`src/rtl/pipelined_array_multiplier.sv`:
```
`default_nettype none
// ============================================================================
//  Module      : pipelined_array_multiplier
//  Description : Valid/ready pipelined WIDTHxWIDTH array multiplier, per-beat
//                unsigned or two's-complement operands.
//  Revision    : 1.0 - initial release
// ============================================================================
module pipelined_array_multiplier #(
    parameter int WIDTH  = 16,
    parameter int STAGES = 4
) (
    input  logic               clk,
    input  logic               rst,
    input  logic               in_valid,
    output logic               in_ready,
    input  logic [WIDTH-1:0]   a,
    input  logic [WIDTH-1:0]   b,
    input  logic               is_signed,
    output logic               out_valid,
    input  logic               out_ready,
    output logic [2*WIDTH-1:0] product
);

    localparam int PW   = 2 * WIDTH;
    localparam int ROWS = (WIDTH + STAGES - 1) / STAGES;

    // Rows lo..hi of the array; in signed mode the MSB row of b carries
    // negative weight, so it is subtracted rather than added.
    function automatic logic [PW-1:0] rows_sum(
        input logic [WIDTH-1:0] a_v,
        input logic [WIDTH-1:0] b_v,
        input logic             sgn,
        input int               lo,
        input int               hi
    );
        logic [PW-1:0]    a_ext;
        logic [PW-1:0]    acc;
        logic [WIDTH-1:0] bits;
        a_ext = sgn ? {{WIDTH{a_v[WIDTH-1]}}, a_v} : {{WIDTH{1'b0}}, a_v};
        acc   = '0;
        for (int i = 0; i < WIDTH; i++) begin
            bits = b_v >> i;
            if ((i >= lo) && (i <= hi) && bits[0]) begin
                if (sgn && (i == WIDTH - 1)) begin
                    acc = acc - (a_ext << i);
                end else begin
                    acc = acc + (a_ext << i);
                end
            end
        end
        return acc;
    endfunction

    logic [STAGES-1:0]            vld_q;
    logic [STAGES-1:0][WIDTH-1:0] a_q;
    logic [STAGES-1:0][WIDTH-1:0] b_q;
    logic [STAGES-1:0]            sgn_q;
    logic [STAGES-1:0][PW-1:0]    acc_q;

    logic [STAGES-1:0]            vld_d;
    logic [STAGES-1:0][WIDTH-1:0] a_d;
    logic [STAGES-1:0][WIDTH-1:0] b_d;
    logic [STAGES-1:0]            sgn_d;
    logic [STAGES-1:0][PW-1:0]    acc_d;

    logic                         out_valid_q;
    logic [PW-1:0]                product_q;
    logic                         w_advance;

    assign w_advance = !out_valid_q || out_ready;
    assign in_ready  = w_advance;
    assign out_valid = out_valid_q;
    assign product   = product_q;

    generate
        for (genvar k = 0; k < STAGES; k++) begin : g_stage
            localparam int LO     = k * ROWS;
            localparam int HI_RAW = (k + 1) * ROWS - 1;
            localparam int HI     = (HI_RAW > WIDTH - 1) ? WIDTH - 1 : HI_RAW;
            if (k == 0) begin : g_head
                assign vld_d[k] = in_valid;
                assign a_d[k]   = a;
                assign b_d[k]   = b;
                assign sgn_d[k] = is_signed;
                assign acc_d[k] = rows_sum(a, b, is_signed, LO, HI);
            end else begin : g_body
                assign vld_d[k] = vld_q[k-1];
                assign a_d[k]   = a_q[k-1];
                assign b_d[k]   = b_q[k-1];
                assign sgn_d[k] = sgn_q[k-1];
                assign acc_d[k] = acc_q[k-1]
                                + rows_sum(a_q[k-1], b_q[k-1], sgn_q[k-1], LO, HI);
            end
        end
    endgenerate

    always_ff @(posedge clk) begin
        if (rst) begin
            vld_q       <= '0;
            a_q         <= '0;
            b_q         <= '0;
            sgn_q       <= '0;
            acc_q       <= '0;
            out_valid_q <= 1'b0;
            product_q   <= '0;
        end else if (w_advance) begin
            vld_q <= vld_d;
            // Bubbles leave the previously held data in place.
            for (int k = 0; k < STAGES; k++) begin
                if (vld_d[k]) begin
                    a_q[k]   <= a_d[k];
                    b_q[k]   <= b_d[k];
                    sgn_q[k] <= sgn_d[k];
                    acc_q[k] <= acc_d[k];
                end
            end
            out_valid_q <= vld_q[STAGES-1];
            if (vld_q[STAGES-1]) begin
                product_q <= acc_q[STAGES-1];
            end
        end
    end

    // The last stage's operand copies have no consumer once all rows are summed.
    logic w_unused;
    assign w_unused = ^{a_q[STAGES-1], b_q[STAGES-1], sgn_q[STAGES-1]};

endmodule
`default_nettype wire

```
`config.mk`:
```
export PLATFORM = sky130hd
export DESIGN_NAME = pipelined_array_multiplier
export DESIGN_NICKNAME = d
export VERILOG_FILES = /design/src/rtl/pipelined_array_multiplier.sv
export SDC_FILE = /design/constraint.sdc
export NUM_CORES = 1
export LEC_CHECK = 0
export ABC_CLOCK_PERIOD_IN_PS = 11300
export BUFFER_PORTS_ARGS = -buffer_cell sky130_fd_sc_hd__buf_2
export CORE_MARGIN = 2
export CORE_UTILIZATION = 64
export CTS_BUF_LIST = sky130_fd_sc_hd__clkbuf_4 sky130_fd_sc_hd__clkbuf_8
export CTS_CLUSTER_SIZE = 14
export DETAILED_ROUTE_END_ITERATION = 8
export GPL_ROUTABILITY_DRIVEN = 0
export GPL_TIMING_DRIVEN = 0
export PLACE_DENSITY_LB_ADDON = 0.2
export RECOVER_POWER = 100
export SLEW_MARGIN = 20
export SYNTH_ARGS = -nofsm -noshare
export SYNTH_HDL_FRONTEND = slang
export SYNTH_SLANG_ARGS = --single-unit
```
`constraint.sdc`:
```
create_clock -name clk -period 11.3 [get_ports clk]
set_input_delay 1.695 -clock clk [delete_from_list [all_inputs] [get_ports clk]]
set_output_delay 1.695 -clock clk [all_outputs]
set_load 0.005 [all_outputs]
```
==> out/metrics.yaml, run 1 <==
power:
  power.density_nw_per_um2: 89.09
  vdd_ir_drop_max_mv: 0.08198
  leakage_nw: 12.80
cts:
  clkLatencyLatePin_ns: 0.58
  cts_resized: 0
  clockBufferDepth: 3
  h-tree-depth: 2
  post_cts_buffers: 0
  cts_tree: "done"
  cts_hold_buf: 0
  cts.sinks: 240
  clkSlewWorstSetupHoldPaths_ns: 0.06
  clockRootBuffer: "clkbuf_8"
  cts_buffers: 39
outcome:
  outcome: "finished clean"
timing:
  fin_tns_setup_ns: 0
  relSlewSlack_pct: 30.63
  fmax_mhz: 95.39
  tightestPinTransition_ns: 1.039
  hold_viol: 0
  hold_ws_ns: 0.4371
  finClkSkew_ns: 0.02414
  finalCritPeriodShare_pct: 92.77
  grt_setup_unrepaired: "no"
  fin_ws_ns: 0.8166
  slew_violations: 0
  period_needed_ns: 10.48
  finalSetupViolCount: 0
grt:
  first_global_vias: 25640
  antenna_found_initial: 0
  grt_max_degree: 30
  grt_pass1_wl_mm: 126.3
  grt_usage_pct: 36.79
  grt_overflow: 0
logic_synthesis:
  async_flop_share_pct: 0
  synthFlopType: "dfxtp_1"
  synth_nets: 3911
  syn_avg_cell_area_um2: 7.365
  yosys.area.top_type: "dfxtp_1"
  syn_area_um2: 26130
  synth-edff-count: 0
  synthTopCellsByCount: "572 x nand2_1, 465 x a21oi_1, 311 x ha_1"
  synth_top_area_share_pct: 18.39
  netlist_instances: 3548
  synth_cell_types: 89
  yosysSeqAreaShare_pct: 18.39
  yosysMostFrequentCell: "nand2_1"
  ys_warn_count: 0
  ys_ff_latch: 240
  synthTopCellsByArea: "dfxtp_1 18%, ha_1 15%, a21oi_1 8.9%"
worst_setup_path:
  cp_slowest_cell: "o41ai_1"
  max_stage_delay_ns: 0.71
  regToRegSetupSlack_ns: 0.82
  crit_top_cell: "a21oi_1"
  r2r_end: "acc_q[63]"
  crit_required_ns: 11.74
  cp.arrival_ns: 10.92
  endpoint_kind: "register"
  critPathKind: "register to register"
  crit_fanout: 10
  rr_startpoint: "b_d[20]"
  start_kind: "register"
  rr_worst_depth: 40
floorplan:
  core_um2: 40550
  dieArea_um2: 42460
  chipWidth_um: 206.1
  die_y_um: 206.1
  rows: 74
  io_pins: 71
  start_util_pct: 64.43
finish:
  syn_to_final_growth_pct: 6.565
  post-route-util_pct: 68.66
  drive_above_1_share_pct: 5.707
  post-route-cell-area_um2: 27850
  nets: 4020
  diodes: 0
flow_run:
  maxCapViolCount: 0
hold_path:
  min_path_type: "register to register"
  whs_endpoint: "product[8]"
  worstHoldStart: "acc_q[104]"
  whs_path_depth: 2
placement:
  hpwl_mm: 64.42
  placed_cell_area_um2: 27140
  io_buffers: 68
  pre_cts_ws_ns: 1.298
drt:
  wirelength_mm: 79.93
  drt_iter0_markers: 2141
  wl_per_cell_um: 18.98
  dr.pass1.iters: 6
  drc: 0
  vias: 26760
  vias_per_cell: 6.354
  drt.antenna.violating_nets: 0
critical path, delay by kind of cell, from the launching register on:
family / cells / cell delay, ns
buf+inv: 4 / 1.39
compound gates: 22 / 5.43
xor+xnor: 3 / 0.43
mux: 1 / 0.29
fa+ha+maj: 5 / 1.88
flops: 1 / 0.32
simple gates: 5 / 0.60
placed cells by master, fill, tap and decap left out, types with 11 or more instances in the layout:
| cell | netlist | routed |
|---|---|---|
| fa_1 | 15 | 15 |
| or3_1 | 23 | 23 |
| clkbuf_1 | 121 | 159 |
| o21bai_1 | 40 | 40 |
| a31oi_1 | 35 | 35 |
| dfxtp_1 | 240 | 240 |
| xor2_1 | 67 | 67 |
| nor3_1 | 48 | 48 |
| o21ai_0 | 172 | 172 |
| inv_1 | 146 | 146 |
| clkbuf_8 | 0 | 45 |
| o31a_1 | 18 | 18 |
| nand2_1 | 572 | 572 |
| o21a_1 | 39 | 39 |
| and3_1 | 23 | 23 |
| nor2b_1 | 36 | 36 |
| xnor2_1 | 207 | 207 |
| o211ai_1 | 25 | 25 |
| nor3b_1 | 11 | 11 |
| nor2_1 | 231 | 231 |
| nand3_1 | 52 | 52 |
| nand3b_1 | 14 | 14 |
| a21o_1 | 144 | 144 |
| o31ai_1 | 19 | 19 |
| a311oi_1 | 14 | 14 |
| nand4_1 | 16 | 16 |
| a21oi_1 | 465 | 466 |
| clkbuf_4 | 0 | 12 |
| and2_0 | 0 | 11 |
| nand2b_1 | 55 | 55 |
| buf_2 | 2 | 36 |
| ha_1 | 311 | 311 |
| mux2i_1 | 28 | 28 |
| mux2_1 | 1 | 18 |
| a211oi_1 | 41 | 41 |
| mux2_2 | 85 | 69 |
| and2_1 | 50 | 39 |
power by group:
group,internal [mW],switching (mW),total (mW)
Sequential,0.878,0.0362,0.914
Combinational,0.318,0.474,0.792
Clock,0.425,0.350,0.774
Total,1.62,0.860,2.48
worst max path at each step:
stage | from | end | slack (ns) | cells after the start
3_3_place_gp | b[0] | acc_q[31] | 1.53 | 37
5_1_grt | b_d[20] | acc_q[63] | 0.32 | 40
6_report | b_d[20] | acc_q[63] | 0.82 | 40
2_1_floorplan | b[0] | acc_q[25] | 2.73 | 34
4_1_cts | b_d[20] | acc_q[63] | 1.37 | 40
3_5_place_dp | b[0] | acc_q[31] | 1.30 | 36
metal layers:
metal / up-vias / GRT usage [%] / share of wire, % / wire [µm]
met2: 1138 / 63.94 / 47 / 37260
met1: 12420 / 42.42 / 39 / 31400
li1: 12870 / - / - / -
met3: 329 / 4.573 / 7.0 / 5579
met4: 0 / 24.23 / 7.1 / 5693
met5: - / 0 / 0 / 0
logic make-up (layout without fill, tap and decap cells):
logic type	after synthesis	after routing	share of synthesized area, %
compound gates	1135	1135	27.18
flops	240	240	18.39
simple gates	1167	1167	20.11
buf+inv	289	421	4.161
mux	116	116	4.894
fa+ha+maj	327	327	16.08
xor+xnor	274	274	9.184
sequential cells by signal, indices dropped and copies added (netlist names):
name       count
acc_q        128
a_d           48
product       32
b_d           24
vld_q          4
sgn_q          3
out_valid      1
layout make-up:
type	instances	area (µm²)
clock inverters	7	70.07
clock buffers	57	709.4
inverters	152	570.5
fillers	3483	12710
plain buffers	137	515.5
repair buffers	68	299.0
multi-input cells	3019	20210
flip-flops and latches	240	4805
well taps	532	665.6
metrics by stage:
| step | instances | power (mW) |
|---|---|---|
| final | 4212 | 2.481 |
| after global routing | 4212 | 2.593 |
| after CTS | 4212 | 2.461 |
| after detailed placement | 4148 | 1.697 |
| after global placement | 4148 | 1.669 |
| after floorplan | 3548 | 1.509 |
Power figures use the tool's default switching activity.
==> inputs of run 2 (changes only) <==
- ABC_CLOCK_PERIOD_IN_PS: 11300 -> 11750
- PLACE_DENSITY: default -> 0.81
- PLACE_DENSITY_LB_ADDON: 0.2 -> default
- clock period: 11.3 -> 11.75 ns (I/O delays scaled with it)
==> out/metrics.yaml, run 2 (synthesis gave the netlist of run 1 again) <==
outcome:
  outcome: "finished clean"
drt:
  wl_per_cell_um: 18.82  # -0.82%
  vias_per_cell: 6.335  # -0.30%
  drt.antenna.violating_nets: 0  # unchanged
  wirelength_mm: 79.22  # -0.89%
  dr.pass1.iters: 6  # unchanged
  drc: 0  # unchanged
  vias: 26660  # -0.37%
  drt_iter0_markers: 2320  # +8.4%
timing:
  hold_ws_ns: 0.4349  # -0.002187 ns
  period_needed_ns: 10.45  # -0.03013 ns
  fin_tns_setup_ns: 0  # unchanged
  finClkSkew_ns: 0.03558  # +0.01144 ns
  tightestPinTransition_ns: 1.093  # +0.05378 ns
  finalSetupViolCount: 0  # unchanged
  slew_violations: 0  # unchanged
  hold_viol: 0  # unchanged
  fin_ws_ns: 1.297  # +0.4801 ns
  relSlewSlack_pct: 27.04  # -3.6 points
  finalCritPeriodShare_pct: 88.96  # -3.8 points
  fmax_mhz: 95.66  # +0.29%
  grt_setup_unrepaired: "no"
power:
  vdd_ir_drop_max_mv: 0.06606  # -19%
  swShare_pct: 34.65  # about the same
  intPower_mw: 1.560  # -3.7%
  leakage_nw: 12.78  # about the same
  power_mw: 2.388  # -3.7%
  power.density_nw_per_um2: 85.80  # -3.7%
  clockPowerShare_pct: 31.4  # +0.2 points
  switchingPower_mw: 0.8275  # -3.8%
  share_comb_of_total_power_pct: 31.8  # about the same
  seqPwrFrac_pct: 36.8  # about the same
cts:
  clockRootBuffer: "clkbuf_8"
  cts_tree: "done"
  clockBufferDepth: 3  # unchanged
  h-tree-depth: 2  # unchanged
  clkLatencyLatePin_ns: 0.58  # about the same
  post_cts_buffers: 0  # unchanged
  clkSlewWorstSetupHoldPaths_ns: 0.07  # about the same
  cts.sinks: 240  # unchanged
  cts_buffers: 40  # +2.6%
  cts_hold_buf: 0  # unchanged
  cts_resized: 0  # unchanged
finish:
  post-route-util_pct: 68.63  # about the same
  final_common_cell: "nand2_1"
  drive_above_1_share_pct: 5.521  # -0.19 points
  nets: 4021  # +0.025%
  largest_reg_flops: 128  # unchanged
  top_register: "acc_q"
  layout_common_cells: "572 x nand2_1, 466 x a21oi_1, 311 x ha_1, 240 x dfxtp_1, 231 x nor2_1"
  syn_to_final_growth_pct: 6.517  # about the same
  post-route-cell-area_um2: 27830  # about the same
  diodes: 0  # unchanged
  finalNonFillerCells: 4209  # -0.071%
grt:
  grt_pass1_wl_mm: 126.3  # about the same
  grt_max_degree: 30  # unchanged
  grt_usage_pct: 36.67  # -0.12 points
  first_global_vias: 25490  # -0.58%
  grt_overflow: 0  # unchanged
  antenna_found_initial: 1  # +1
worst_setup_path:
  critPathKind: "register to register"
  r2r_end: "acc_q[63]"
  endpoint_kind: "register"
  rr_worst_depth: 40  # unchanged
  max_stage_delay_ns: 0.68  # -0.03 ns
  start_kind: "register"
  crit_required_ns: 12.18  # +0.44 ns
  crit_fanout: 10  # unchanged
  crit_top_cell: "a21oi_1"
  cp_slowest_cell: "o41ai_1"
  regToRegSetupSlack_ns: 1.30  # +0.48 ns
  cp.arrival_ns: 10.89  # -0.03 ns
  rr_startpoint: "b_d[20]"
  crit_buf_inv: 4  # unchanged
  path_delay_family: "compound AO/OA/AOI/OAI gates"
hold_path:
  whs_endpoint: "b_d[46]"
  whs_path_depth: 2  # unchanged
  min_path_type: "register to register"
  worstHoldStart: "b_d[30]"
floorplan:
  dieArea_um2: 42460  # unchanged
  die_y_um: 206.1  # unchanged
  chipWidth_um: 206.1  # unchanged
  core_um2: 40550  # unchanged
  rows: 74  # unchanged
  start_util_pct: 64.43  # unchanged
  io_pins: 71  # unchanged
placement:
  hpwl_mm: 63.76  # -1.0%
  placed_cells: 4148  # unchanged
  pre_cts_ws_ns: 1.666  # +0.3681 ns
  placed_cell_area_um2: 27140  # unchanged
  io_buffers: 68  # unchanged
flow_run:
  maxCapViolCount: 0  # unchanged
## run 2: worst min-delay path, cell delays in order (launching register included)
cell	delay, ns
dfxtp_1	0.31
nand2_1	0.06
a21oi_1	0.05
## run 2: metal layers
metal	global-route usage [%]	vias to the layer above	share of wire [%]
li1	-	12880	-
met2	62.21	1034	46
met4	25.28	2	7.6
met3	4.998	335	6.8
met5	0	-	0.016
met1	42.82	12410	40
## run 2: cell type report
cell class / instances / area (µm²)
multi-input combinational: 3019 / 20210
timing repair buffer: 68 / 297.8
tap: 532 / 665.6
sequential: 240 / 4805
clock inverter: 9 / 103.9
fill: 3467 / 12720
buffer: 137 / 515.5
inverter: 152 / 570.5
clock buffer: 52 / 665.6
## run 2: worst max path at each step
stage	from	endpoint	slack, ns	cells past startpoint
after global placement	b[0]	acc_q[31]	1.93	37
after CTS	b_d[20]	acc_q[63]	1.89	40
after floorplan	b[0]	acc_q[25]	3.11	34
after detailed placement	b[0]	acc_q[31]	1.67	37
after global routing	b_d[20]	acc_q[63]	0.68	40
final	b_d[20]	acc_q[63]	1.30	40
## run 2: power groups by stage
| stage | combinational, mW | sequential (mW) | clock [mW] |
|---|---|---|---|
| 4_1_cts | 0.741 | 0.878 | 0.748 |
| 2_1_floorplan | 0.573 | 0.879 | 0 |
| 6_report | 0.759 | 0.879 | 0.750 |
| 5_1_grt | 0.830 | 0.880 | 0.785 |
| 3_5_place_dp | 0.735 | 0.895 | 0 |
| 3_3_place_gp | 0.710 | 0.894 | 0 |
